==> config.mk <==
export PLATFORM = sky130hd
export DESIGN_NAME = cache_fill_fsm
export DESIGN_NICKNAME = d
export VERILOG_FILES = /design/src/rtl/cache_fill_fsm.sv
export SDC_FILE = /design/constraint.sdc
export NUM_CORES = 1
export LEC_CHECK = 0
export BUFFER_PORTS_ARGS = -buffer_cell sky130_fd_sc_hd__buf_4
export CORE_ASPECT_RATIO = 1.75
export CORE_MARGIN = 2
export CORE_UTILIZATION = 31
export CTS_BUF_LIST = sky130_fd_sc_hd__clkbuf_4
export CTS_CLUSTER_DIAMETER = 100
export CTS_CLUSTER_SIZE = 10
export DETAILED_ROUTE_END_ITERATION = 10
export PLACE_DENSITY = 0.74
export SETUP_SLACK_MARGIN = 0.4
export SYNTH_ARGS = -nofsm -noshare
export SYNTH_HDL_FRONTEND = slang
export SYNTH_SLANG_ARGS = --single-unit
==> constraint.sdc <==
create_clock -name clk -period 1.9 [get_ports clk]
set_clock_uncertainty 0.05 [all_clocks]
set_input_delay 0.38 -clock clk [delete_from_list [all_inputs] [get_ports clk]]
set_output_delay 0.38 -clock clk [all_outputs]
set_load 0.01 [all_outputs]
==> src/rtl/cache_fill_fsm.sv <==
// ---------------------------------------------------------------------------
// cache_fill_fsm
//
// Miss-handling engine that sits between an L1 cache (I-side or D-side) and
// the multi-cycle main memory. When a miss is accepted, it stalls the
// pipeline and streams one cache block from memory as pipelined word reads.
// Reads are issued back to back, one per cycle. Each returned word is written
// into the data array in the same cycle it arrives. The tag array is written
// together with the last word, which makes the block valid only once it is
// complete.
//
// Parameters
//   WORDS_PER_BLOCK  16-bit words per block (power of two, >= 2)
//   MEM_LATENCY      cycles from a read issue to its memory_data_valid
//                    (informational; responses are counted, not timed)
//
// Ports
//   clk                 in   system clock, rising edge
//   rst                 in   synchronous active-high reset
//   miss_detected       in   cache lookup missed this cycle
//   miss_address[15:0]  in   byte address of the missing access
//   memory_data_valid   in   memory_data holds a returned word
//   memory_data[15:0]   in   returned word
//   fsm_busy            out  fill in progress, pipeline must stall
//   mem_read_en         out  issue a read of memory_address this cycle
//   memory_address      out  byte address sent to main memory
//   write_data_array    out  write cache_write_data at cache_write_address
//   write_tag_array     out  write tag/valid of the filled block (1 cycle)
//   cache_write_address out  byte address of the word being written
//   cache_write_data    out  word being written (memory_data)
// ---------------------------------------------------------------------------
module cache_fill_fsm #(
    parameter int WORDS_PER_BLOCK = 8,
    parameter int MEM_LATENCY     = 4
) (
    input  logic        clk,
    input  logic        rst,
    input  logic        miss_detected,
    input  logic [15:0] miss_address,
    input  logic        memory_data_valid,
    input  logic [15:0] memory_data,
    output logic        fsm_busy,
    output logic        mem_read_en,
    output logic [15:0] memory_address,
    output logic        write_data_array,
    output logic        write_tag_array,
    output logic [15:0] cache_write_address,
    output logic [15:0] cache_write_data
);

    // IW : bits of word index inside a block
    // OFS: byte-offset bits of a block (word index + byte-in-word bit)
    // BW : width of the block base (address bits above the offset)
    localparam int IW  = $clog2(WORDS_PER_BLOCK);
    localparam int OFS = IW + 1;
    localparam int BW  = 16 - OFS;

    // Elaboration-time parameter sanity checks.
    if ((WORDS_PER_BLOCK < 2) ||
        ((WORDS_PER_BLOCK & (WORDS_PER_BLOCK - 1)) != 0)) begin : g_bad_wpb
        $error("cache_fill_fsm: WORDS_PER_BLOCK must be a power of two >= 2");
    end
    if (MEM_LATENCY < 1) begin : g_bad_lat
        $error("cache_fill_fsm: MEM_LATENCY must be >= 1");
    end

    typedef enum logic {
        IDLE = 1'b0,
        FILL = 1'b1
    } state_e;

    state_e          state_q;
    // Only the block-aligned upper address bits are stored. Every word address
    // is formed by concatenation, so the base can never carry (0xFFF0 block
    // ends at 0xFFFE).
    logic [BW-1:0]   base_q;
    // issue_cnt needs one extra bit to represent "all words issued".
    logic [IW:0]     issue_cnt_q;
    logic [IW-1:0]   recv_cnt_q;

    logic            active;
    logic            issue_done;
    logic            last_word;
    logic [IW-1:0]   issue_idx;
    logic [BW-1:0]   miss_base;

    assign miss_base  = miss_address[15:OFS];
    assign issue_done = issue_cnt_q[IW];
    assign last_word  = &recv_cnt_q;

    // After the last issue the address bus parks on the final word of the block.
    assign issue_idx  = issue_done ? {IW{1'b1}} : issue_cnt_q[IW-1:0];

    // ------------------------------------------------------------------
    // State, counters and latched block base
    // ------------------------------------------------------------------
    always_ff @(posedge clk) begin
        if (rst) begin
            state_q     <= IDLE;
            base_q      <= '0;
            issue_cnt_q <= '0;
            recv_cnt_q  <= '0;
        end else begin
            case (state_q)
                IDLE: begin
                    // Stray memory_data_valid in IDLE is deliberately ignored.
                    if (miss_detected) begin
                        state_q     <= FILL;
                        base_q      <= miss_base;
                        issue_cnt_q <= '0;
                        recv_cnt_q  <= '0;
                    end
                end
                FILL: begin
                    // A held miss_detected is ignored here. The requester
                    // re-looks-up once fsm_busy drops.
                    if (!issue_done) begin
                        issue_cnt_q <= issue_cnt_q + (IW+1)'(1);
                    end
                    if (memory_data_valid) begin
                        recv_cnt_q <= recv_cnt_q + IW'(1);
                        if (last_word) begin
                            state_q <= IDLE;
                        end
                    end
                end
                default: state_q <= IDLE;
            endcase
        end
    end

    // ------------------------------------------------------------------
    // Outputs: decoded from registered state. The data path follows
    // memory_data_valid in the same cycle. Everything is forced low while
    // rst is high, so an abort is visible without waiting for the edge.
    // ------------------------------------------------------------------
    assign active = (state_q == FILL) && !rst;

    always_comb begin
        fsm_busy            = active;
        mem_read_en         = active && !issue_done;
        memory_address      = '0;
        write_data_array    = active && memory_data_valid;
        write_tag_array     = active && memory_data_valid && last_word;
        cache_write_address = '0;
        cache_write_data    = '0;
        if (active) begin
            memory_address = {base_q, issue_idx, 1'b0};
        end
        if (active && memory_data_valid) begin
            cache_write_address = {base_q, recv_cnt_q, 1'b0};
            cache_write_data    = memory_data;
        end
    end

endmodule

Word-level counts from Yosys, hierarchy flattened
Index checks and enable logic that the tools add are counted.

storage, ports and cells
  bits in registers = 20
  input port bits = 36
  logic and storage cells = 35

cells by class
  bitwise operators = 1
  $add $sub $neg = 2
  muxes and demuxes = 14
  reduce and logical (&&, ||, !) cells = 10
  equal/unequal tests = 3

operators by type and width
  operator                                     number
  two-way mux 16 bit                           3
  two-way mux 3 bit                            3
  two-way mux 4 bit                            2
  one-hot mux 4 bit (2 select lines)           1
  != test 2 bit, second input constant         3
  one-hot mux 3 bit (2 select lines)           1
  AND reduction 2 bit                          3
  adder 4 x 1 -> 4 bit, second input constant  1
  logical AND 1 bit                            4
  adder 3 x 1 -> 3 bit, second input constant  1
  two-way mux 1 bit                            3
  AND reduction 3 bit                          1
  zero test 1 bit                              2
  one-hot mux 1 bit (2 select lines)           1
  NOT 1 bit                                    1

Longest topological paths before layout
Gate-level depths: netlist of run 1.

  depth in word-level cells = 4
  gate-level depth with buffers = 5
  depth with buffers taken out = 4

Least setup slack after synthesis of run 1
No wires, ideal clock.

  path type = register -> output
  from = register state_q
  to = output cache_write_address[2]
  path buffers = 2
  cell stages (with the launch flop) = 6
  arrival = 0.938 ns
  setup slack = 0.532 ns
  data required time = 1.470 ns
  path through = dfxtp_1 -> buf_6 -> nand2_2 -> nor2_4 -> buf_2 -> and2_1

on the way
  word-level cells in the longest chain between the ends = 3

ends and longest elaborated chain
  element                 RTL line  RTL
  from (decl)             72        state_e state_q;
  from (signal assigned)  99        state_q <= IDLE;
  from (signal assigned)  108       state_q <= FILL;
  from (signal assigned)  123       state_q <= IDLE;
  logical AND 1 bit       137       assign active = (state_q == FILL) && !rst;
  logical AND 1 bit       150       if (active && memory_data_valid) begin
  two-way mux 16 bit      150
  to (decl)               47        output logic [15:0] cache_write_address,

Every way passes these cells.

Worst setup path after layout of run 1
  from = register state_q
  to = output memory_address[10]

on the way
  word-level cells in the longest chain between the ends = 2

ends and longest elaborated chain
  element             RTL line  RTL
  logical AND 1 bit   137
  two-way mux 16 bit  147       if (active) begin
  to (decl)           44        output logic [15:0] memory_address,

Every way passes these cells.

==> metrics, run 1 <==
fillcell total approximately 350; TritonCTS sink count 20; Worst-Skew Late Latency 0.28 ns; most used cell, CP buf_6; worst-path fanout max 6; TritonCTS clock tree yes; # rows 29; Pwr per Cell Area approximately 420 nW/µm²; via count of the first global-routing pass between 1k and 1.5k; total power 0.857 mW; Crit. path cell count 4; max-capacitance violation count 0; Post-Synthesis Cells 151; Die H 86.0 µm; grt total ovfl 0; r2r endpoint base_q[11]; clk slew on worst S/H paths 0.10 ns; via/cell ratio 4.50; Cell Chain, Critical Path nor2b_4 > buf_6 > and2_4 > buf_6; number of flops mapped to enable cells by yosys 0; synthesized flop and latch total 20; routability cong. 0.766; crit-path max cell delay 0.38 ns; CTS H-tree depth 1; fin crit share 90.6%; CTS buffer count 3; routed len/inst 12.2 µm; final net count 276; setup violators final 0; Synth cell types 28; Post-Route WL 3430 µm; gr usage total 15.2%; CP endpoint memory_address[10]; Root Buffer clkbuf_4; Setup CP Type flop to primary output; area leader, netlist dfxtp_1; fin. max-slew vios 0; Detailed Routing Iterations Pass 1 2; num ports between 80 and 90; Arr. time, crit path 1.29 ns; element type at the critical path end primary output; final setup TNS 0 ns; first-pass GRT wire length 5240 µm; Leak about 0.98 nW; fraction of registers with async set/reset 0%; crit start category flop; worst path bufs/invs 2; Max VDD drop approximately 0.00038 V; DR vias 1264; CP delay by family, top flip-flops; sequential area share after synthesis 33.6%; DRT iter0 DRCs 8; Post-DP HPWL roughly 2600 µm; Max Freq 0.581 GHz; commonest cells after routing, fill and taps aside buf_4, and2_1, nand2_1; Synth-to-Final Area Change 70.0%; Hold-fix buffers, CTS 0; commonest non-fill, non-tap cell in the layout buf_4; critical path's slowest cell dfxtp_4; worst min path class input pin to flop; Syn Area/Cell 7.88 µm²; core footprint 3660 µm²; ANT cells 0; Main synth FF type dfxtp_1; Post-Syn Area 1190 µm²; layout cells sized above 1 51.1%; Warnings, synthesis 0; status finished clean; Die Wd 50.8 µm; RSZ-0062 raised after global routing true; Post-DRT Antenna Nets 0; drt drc 0; Starting Density 32.5%; RR Startpoint state_q; Critical Path RT 1.47 ns; CTS Buffer Depth 2; Fin. Hold Viols 0; R2R setup slack 0.39 ns; area share of the largest cell type after synthesis 33.6%; number of port buffers 81; Synth area leaders dfxtp_1, and2_1, nand2_1; CP Launch Point state_q; R2R cell count 7; fin crit period about 1.7 ns; pin count of the biggest net entering global routing 17; die area 4370 µm²; antenna violations before repair 0
==> what timing repair did <==
action	in CTS	in global routing
resized for setup	35	10
pin swaps	9	2
buffers inserted	4	1
endpoints found under the setup margin	50	50
==> synthesized netlist by cell type, types with 2 or more instances <==
cell type / n
a21oi_1: 15
a32oi_1: 2
and2_1: 44
buf_2: 4
buf_4: 6
buf_6: 2
dfxtp_1: 20
ha_1: 3
inv_1: 3
nand2_1: 24
nand3_1: 2
nor2_1: 4
nor2b_4: 2
nor3_1: 3
o21a_1: 2
o21ai_0: 3
==> worst min-delay path by stage <==
stage                      start          to  slack [ns]  depth (start not counted)
2_1_floorplan          base_q[0]   base_q[0]        0.39                          2
3_3_place_gp          base_q[10]  base_q[10]        0.40                          2
3_5_place_dp          base_q[10]  base_q[10]        0.40                          2
4_1_cts        memory_data_valid     state_q        0.26                          2
5_1_grt        memory_data_valid     state_q        0.26                          2
6_report       memory_data_valid     state_q        0.28                          2
==> worst reg2reg max path, cell delays in order, from the launching register on <==
cell and delay (ns):
dfxtp_4 0.37, buf_4 0.13, buf_6 0.11, buf_6 0.10, buf_4 0.16, nor2b_4 0.30
nand2_1 0.10, a21oi_1 0.13
==> logic make-up (layout without fill, tap and decap cells) <==
family	count (synthesis)	in the layout	synth area share, %
and+or+nand+nor	84	84	39.7
AOI/OAI and AO/OA	27	27	14.0
DFF	20	20	33.6
buffers and inverters	15	98	8.31
adders and majority gates	3	3	3.15
other	1	2	0.315
muxes	1	1	0.841
==> registers in the layout, indices dropped and copies added, names as in the netlist <==
register and cells:
issue_cnt_q 4, recv_cnt_q 3, state_q 1, base_q 12
==> report_power, final <==
| part | internal (mW) | switching [mW] |
|---|---|---|
| Sequential | 0.439 | 0.0150 |
| Clock | 0.0735 | 0.116 |
| Combinational | 0.119 | 0.0945 |
==> layer usage <==
metal  global-route usage (%)  part of all wire [%]  vias to the layer above
met2                     31.0                    59                       25
li1                         -                     -                      655
met5                        0                     0                        -
met4                     4.42                   1.0                        0
met3                     1.22                   2.6                        2
met1                     15.7                    38                      582
==> area by class of cell <==
cell class	count	area [µm²]	share of cell area, %
clock buffer	3	22.5	1.11
inverter	3	11.3	0.557
multi-input combinational	117	752	37.2
sequential	20	407	20.1
tap	46	57.6	2.84
timing repair buffer	92	773	38.2
==> metrics by stage <==
step	hold WS, ns	area (µm²)	setup WS [ns]	cells	utilization, %
after floorplan	0.390	1190	0.532	152	-
after global placement	0.397	1820	0.280	273	49.6
after detailed placement	0.404	1820	0.268	273	49.6
after CTS	0.257	1970	0.187	280	53.9
after global routing	0.265	2020	0.112	281	55.2
final	0.275	2020	0.178	281	55.2
Power figures use the tool's default switching activity.
==> run 2, diff against run 1 <==
Settings changed: CORE_MARGIN 2 to not set.
==> run 2 against run 1 <==
Against the previous run:
- core utilization up 2.9 points
- non-clock buffer count up 3
- combinational power up 6%
- critical path depth up 1
- critical endpoint is now cache_write_address[12]
- clock power up 85%
- global-route usage up 1.3 points
- setup slack worse by 0.032 ns
- total power up 20%
==> metrics, run 2 (synthesis gave the netlist of run 1 again) <==
setup violators final 0; Leak roughly 1.0 nW; Setup CP Type flop to primary output; antenna violations before repair 0; fin crit share 92.3%; Max VDD drop 0.000263 V; final instance area ~2100 µm²; TritonCTS sink count 20; Die Wd 48.8 µm; final net count 279; grt total ovfl 0; Pwr per Cell Area between 400 and 500 nW/µm²; status finished clean; Largest regs base_q: 12 flops, issue_cnt_q: 4 flops, recv_cnt_q: 3 flops; worst-path fanout max 4; layout cells sized above 1 roughly 53%; via count of the first global-routing pass 1175; max-capacitance violation count 0; Arr. time, crit path 1.32 ns; Most flops, register base_q; drt drc 0; Worst-Skew Late Latency 0.30 ns; Starting Density 32.8%; Die H 84.0 µm; Hold-fix buffers, CTS 0; number of port buffers 81; commonest non-fill, non-tap cell in the layout buf_4; Post-DP Area roughly 1800 µm²; commonest cells after routing, fill and taps aside buf_4, and2_1, nand2_1; Detailed Routing Iterations Pass 1 4; core footprint 3630 µm²; Root Buffer clkbuf_4; gr usage total roughly 17%; DRT iter0 DRCs 15; CTS buffer count 3; routed len/inst roughly 13 µm; Post-Route WL 3580 µm; Fin. Hold Viols 0; Post-DP HPWL ~2500 µm; crit start category flop; CTS H-tree depth 1; WHS ~0.26 ns; num ports 88; # rows 29; fin crit period about 1.8 ns; Max Freq 0.570 GHz; max reg flops 12; DR vias around 1.3k; Synth-to-Final Area Change 77.3%; element type at the critical path end primary output; CTS Buffer Depth 2; TritonCTS clock tree yes; via/cell ratio 4.57; clk slew on worst S/H paths 0.12 ns; pin count of the biggest net entering global routing 24; fin. max-slew vios 0; ANT cells 0; routability cong. 0.780; Post-DRT Antenna Nets 0; worst min path class input pin to flop; Critical Path RT roughly 1.5 ns; RSZ-0062 raised after global routing true; die area a little over 4000 µm²; final setup TNS 0 ns; first-pass GRT wire length 5350 µm
==> run 2: repair_timing <==
item / in CTS / in global routing
cloned: 0 / 1
gates resized for setup: 34 / 18
setup endpoints to repair: 50 / 56
setup buffers: 5 / 3
pin swaps: 8 / 0
==> run 2: report_power, final <==
group / internal (mW) / leakage (nW) / switching, mW
registers: 0.439 / 0.165 / 0.0155
clock network: 0.213 / 0.0279 / 0.135
logic: 0.128 / 0.822 / 0.0975
==> run 2: through the flow <==
| step | power, mW | instances | utilization [%] | setup slack, ns |
|---|---|---|---|---|
| after floorplan | 0.558 | 152 | - | 0.532 |
| final | 1.03 | 285 | 58.1 | 0.147 |
| after global placement | 0.642 | 272 | 49.9 | 0.222 |
| after global routing | 1.08 | 285 | 58.1 | 0.0654 |
| after detailed placement | 0.646 | 272 | 49.9 | 0.212 |
| after CTS | 1.02 | 281 | 55.2 | 0.136 |
==> run 2: final cells by class <==
cell class | count | area, µm²
clock inverter | 1 | 30.0
multi-input combinational | 117 | 761
timing repair buffer | 95 | 822
tap | 46 | 57.6
inverter | 3 | 11.3
clock buffer | 3 | 22.5
sequential | 20 | 405
fill | 348 | 1520
==> run 2: routing by layer <==
| layer | track usage, % | up-vias | wire length [µm] | part of all wire, % |
|---|---|---|---|---|
| met1 | 17.0 | 605 | 1250 | 35 |
| met4 | 4.01 | 0 | 13 | 0.36 |
| met5 | 0 | - | 0 | 0 |
| met3 | 2.73 | 2 | 167 | 4.7 |
| li1 | - | 662 | - | - |
| met2 | 33.1 | 34 | 2150 | 60 |
==> run 2: path summary, 6_finish.rpt <==
check	start	to	slack [ns]	cells past startpoint
worst max-delay path	state_q	cache_write_address[12]	0.15	5
worst min-delay path	miss_address[13]	base_q[9]	0.26	3
worst max register to register	state_q	issue_cnt_q[1]	0.52	6
worst min register to register	base_q[6]	base_q[6]	0.42	2
==> run 2: worst max-delay path, cell delays in order, from the launching register on <==
cell and delay (ns):
dfxtp_4 0.39, nand2_4 0.06, nor2_4 0.14, buf_2 0.18, and2_1 0.13, buf_4 0.11
==> run 3, diff against run 2 <==
Settings changed: ABC_AREA set to 1.
==> run 3 against run 2 <==
Against the previous run:
- setup slack improved by 0.073 ns
- flip-flop and latch count stayed put
- combinational power grew 2%
- sequential share of layout area grew 1.8 points
- final area decreased by 8.8%
- via count up 7.3%
- worst hold slack lost 0.015 ns
- area after synthesis down 0.84%
- register-to-register slack improved by 0.04 ns
- final cell count rose by 15%
- count of clock-buffer cells in the layout is the same
- synthesized cell count rose by 29%
==> metrics, run 3 <==
fin util 53.0%; Pwr per Cell Area 465 nW/µm²; max reg flops 12; Syn Area/Cell 6.05 µm²; Max VDD drop 0.000425 V; Non-Filler Instances 327; Post-Synthesis Cells 195; sequential area share after synthesis 33.9%; TritonCTS clock tree yes; Compound-Gate Fraction of Synth Area roughly 8.5%; fraction of registers with async set/reset 0%; PnR worst setup slack 0.220 ns; area share of the largest cell type after synthesis 33.9%; element type at the critical path end primary output; area leader, netlist dfxtp_1; Warnings, synthesis 0; Synth-to-Final Area Change 63.0%; Post-Route WL 3220 µm; Most flops, register base_q; crit start category flop; num ports 88; CTS H-tree depth 1; TritonCTS sink count 20; routed len/inst 9.83 µm; Post-DRT Antenna Nets 0; Arr. time, crit path between 1 and 1.5 ns; commonest non-fill, non-tap cell in the layout buf_4; Critical Path RT around 1.5 ns; setup violators final 0; commonest cells after routing, fill and taps aside buf_4, nor2_1, inv_1; CTS Buffer Depth 2; max-capacitance violation count 0; final setup TNS 0 ns; CTS buffer count 3; DR vias 1398; antenna violations before repair 0; worst-path fanout max 32; Root Buffer clkbuf_4; final net count 321; Setup CP Type flop to primary output; WHS 0.242 ns; Main synth FF type dfxtp_1; final instance area 1920 µm²; total power 0.894 mW; worst min path class input pin to flop; # rows 29; fin crit share 88.4%; DRT iter0 DRCs 40; Hold-fix buffers, CTS 0; post-synthesis xor/xnor area fraction 0%; Max Freq 0.595 GHz; Starting Density between 30% and 40%; Detailed Routing Iterations Pass 1 4; Leak 1.05 nW; fin crit period 1.68 ns; ANT cells 0; Cells after DPL 315; Post-Synth Adder-Cell Area 3.18%; Largest regs base_q: 12 flops, issue_cnt_q: 4 flops, recv_cnt_q: 3 flops; layout cells sized above 1 38.1%; RSZ-0062 raised after global routing true; largest family of logic cells by synthesized area simple AND/OR/NAND/NOR gates; via/cell ratio 4.28; status finished clean; Synth cell types 19; routability cong. approximately 0.76; number of flops mapped to enable cells by yosys 0; die area 4070 µm²; Post-Syn Area 1180 µm²; top post-synthesis cells by count nor2_1, inv_1, dfxtp_1; actual slew at the worst max-slew pin between 0.5 and 0.6 ns; Fin. Hold Viols 0; clk slew on worst S/H paths 0.11 ns; via count of the first global-routing pass 1240; drt drc 0; synthesized flop and latch total 20; Post-DP Area around 1800 µm²; Die Wd approximately 49 µm; Synth area leaders dfxtp_1, nor2_1, inv_1; gr usage total 15.5%; first-pass GRT wire length 5060 µm; Post-DP HPWL 2340 µm; fin. max-slew vios 0; Simple-Gate Fraction of Synth Area about a third; Die H 83.6 µm; Post-Place Worst Slack 0.204 ns; grt total ovfl 0; Worst-Skew Late Latency 0.29 ns; fraction of synthesized area in multiplexers 0%; pin count of the biggest net entering global routing 33; number of port buffers between 80 and 90; Slew Limit Headroom 63.4%; most common cell in the netlist nor2_1; core footprint 3630 µm²
## run 3: area by class of cell
| cell class | instances | area, µm² |
|---|---|---|
| fill | 384 | 1710 |
| timing repair buffer | 90 | 687 |
| multi-input combinational | 127 | 591 |
| sequential | 20 | 404 |
| inverter | 40 | 158 |
| tap | 46 | 57.6 |
| clock buffer | 3 | 22.5 |
| clock inverter | 1 | 3.75 |
## run 3: logic make-up after synthesis
group | after synthesis
AOI/OAI and AO/OA | 20
adders and majority gates | 3
buffers and inverters | 50
DFF | 20
other | 1
and+or+nand+nor | 101
## run 3: worst paths after layout
check / cells after the start / slack, ns / to / startpoint
setup / recovery: 5 / 0.22 / write_tag_array / state_q
hold / removal: 2 / 0.24 / issue_cnt_q[3] / rst
setup reg to reg: 5 / 0.56 / issue_cnt_q[2] / state_q
hold reg to reg: 2 / 0.44 / issue_cnt_q[3] / issue_cnt_q[2]
## run 3: power breakdown
part / total [mW] / internal [mW] / switching [mW]
combinational: 0.230 / 0.111 / 0.119
sequential: 0.461 / 0.446 / 0.0148
clock: 0.204 / 0.0763 / 0.127
## run 3: critical path, cell delays in order (launching register included)
cell	delay [ns]
dfxtp_2	0.37
nand2_4	0.06
nor2_4	0.16
inv_8	0.11
nor2_1	0.12
buf_4	0.13
## run 3: metal layers
metal / vias up / part of all wire (%) / global-route usage (%)
met3: 4 / 6.6 / 2.55
met5: - / 0 / 0
met4: 0 / 1.4 / 7.75
li1: 734 / - / -
met1: 601 / 37 / 13.7
met2: 59 / 55 / 31.6
## run 3: repair_timing
| item | 4_1_cts | 5_1_grt |
|---|---|---|
| cloned | 0 | 1 |
| resized for setup | 9 | 6 |
| pin swaps | 1 | 1 |
| setup endpoints to repair | 49 | 50 |
| buffers inserted | 3 | 4 |
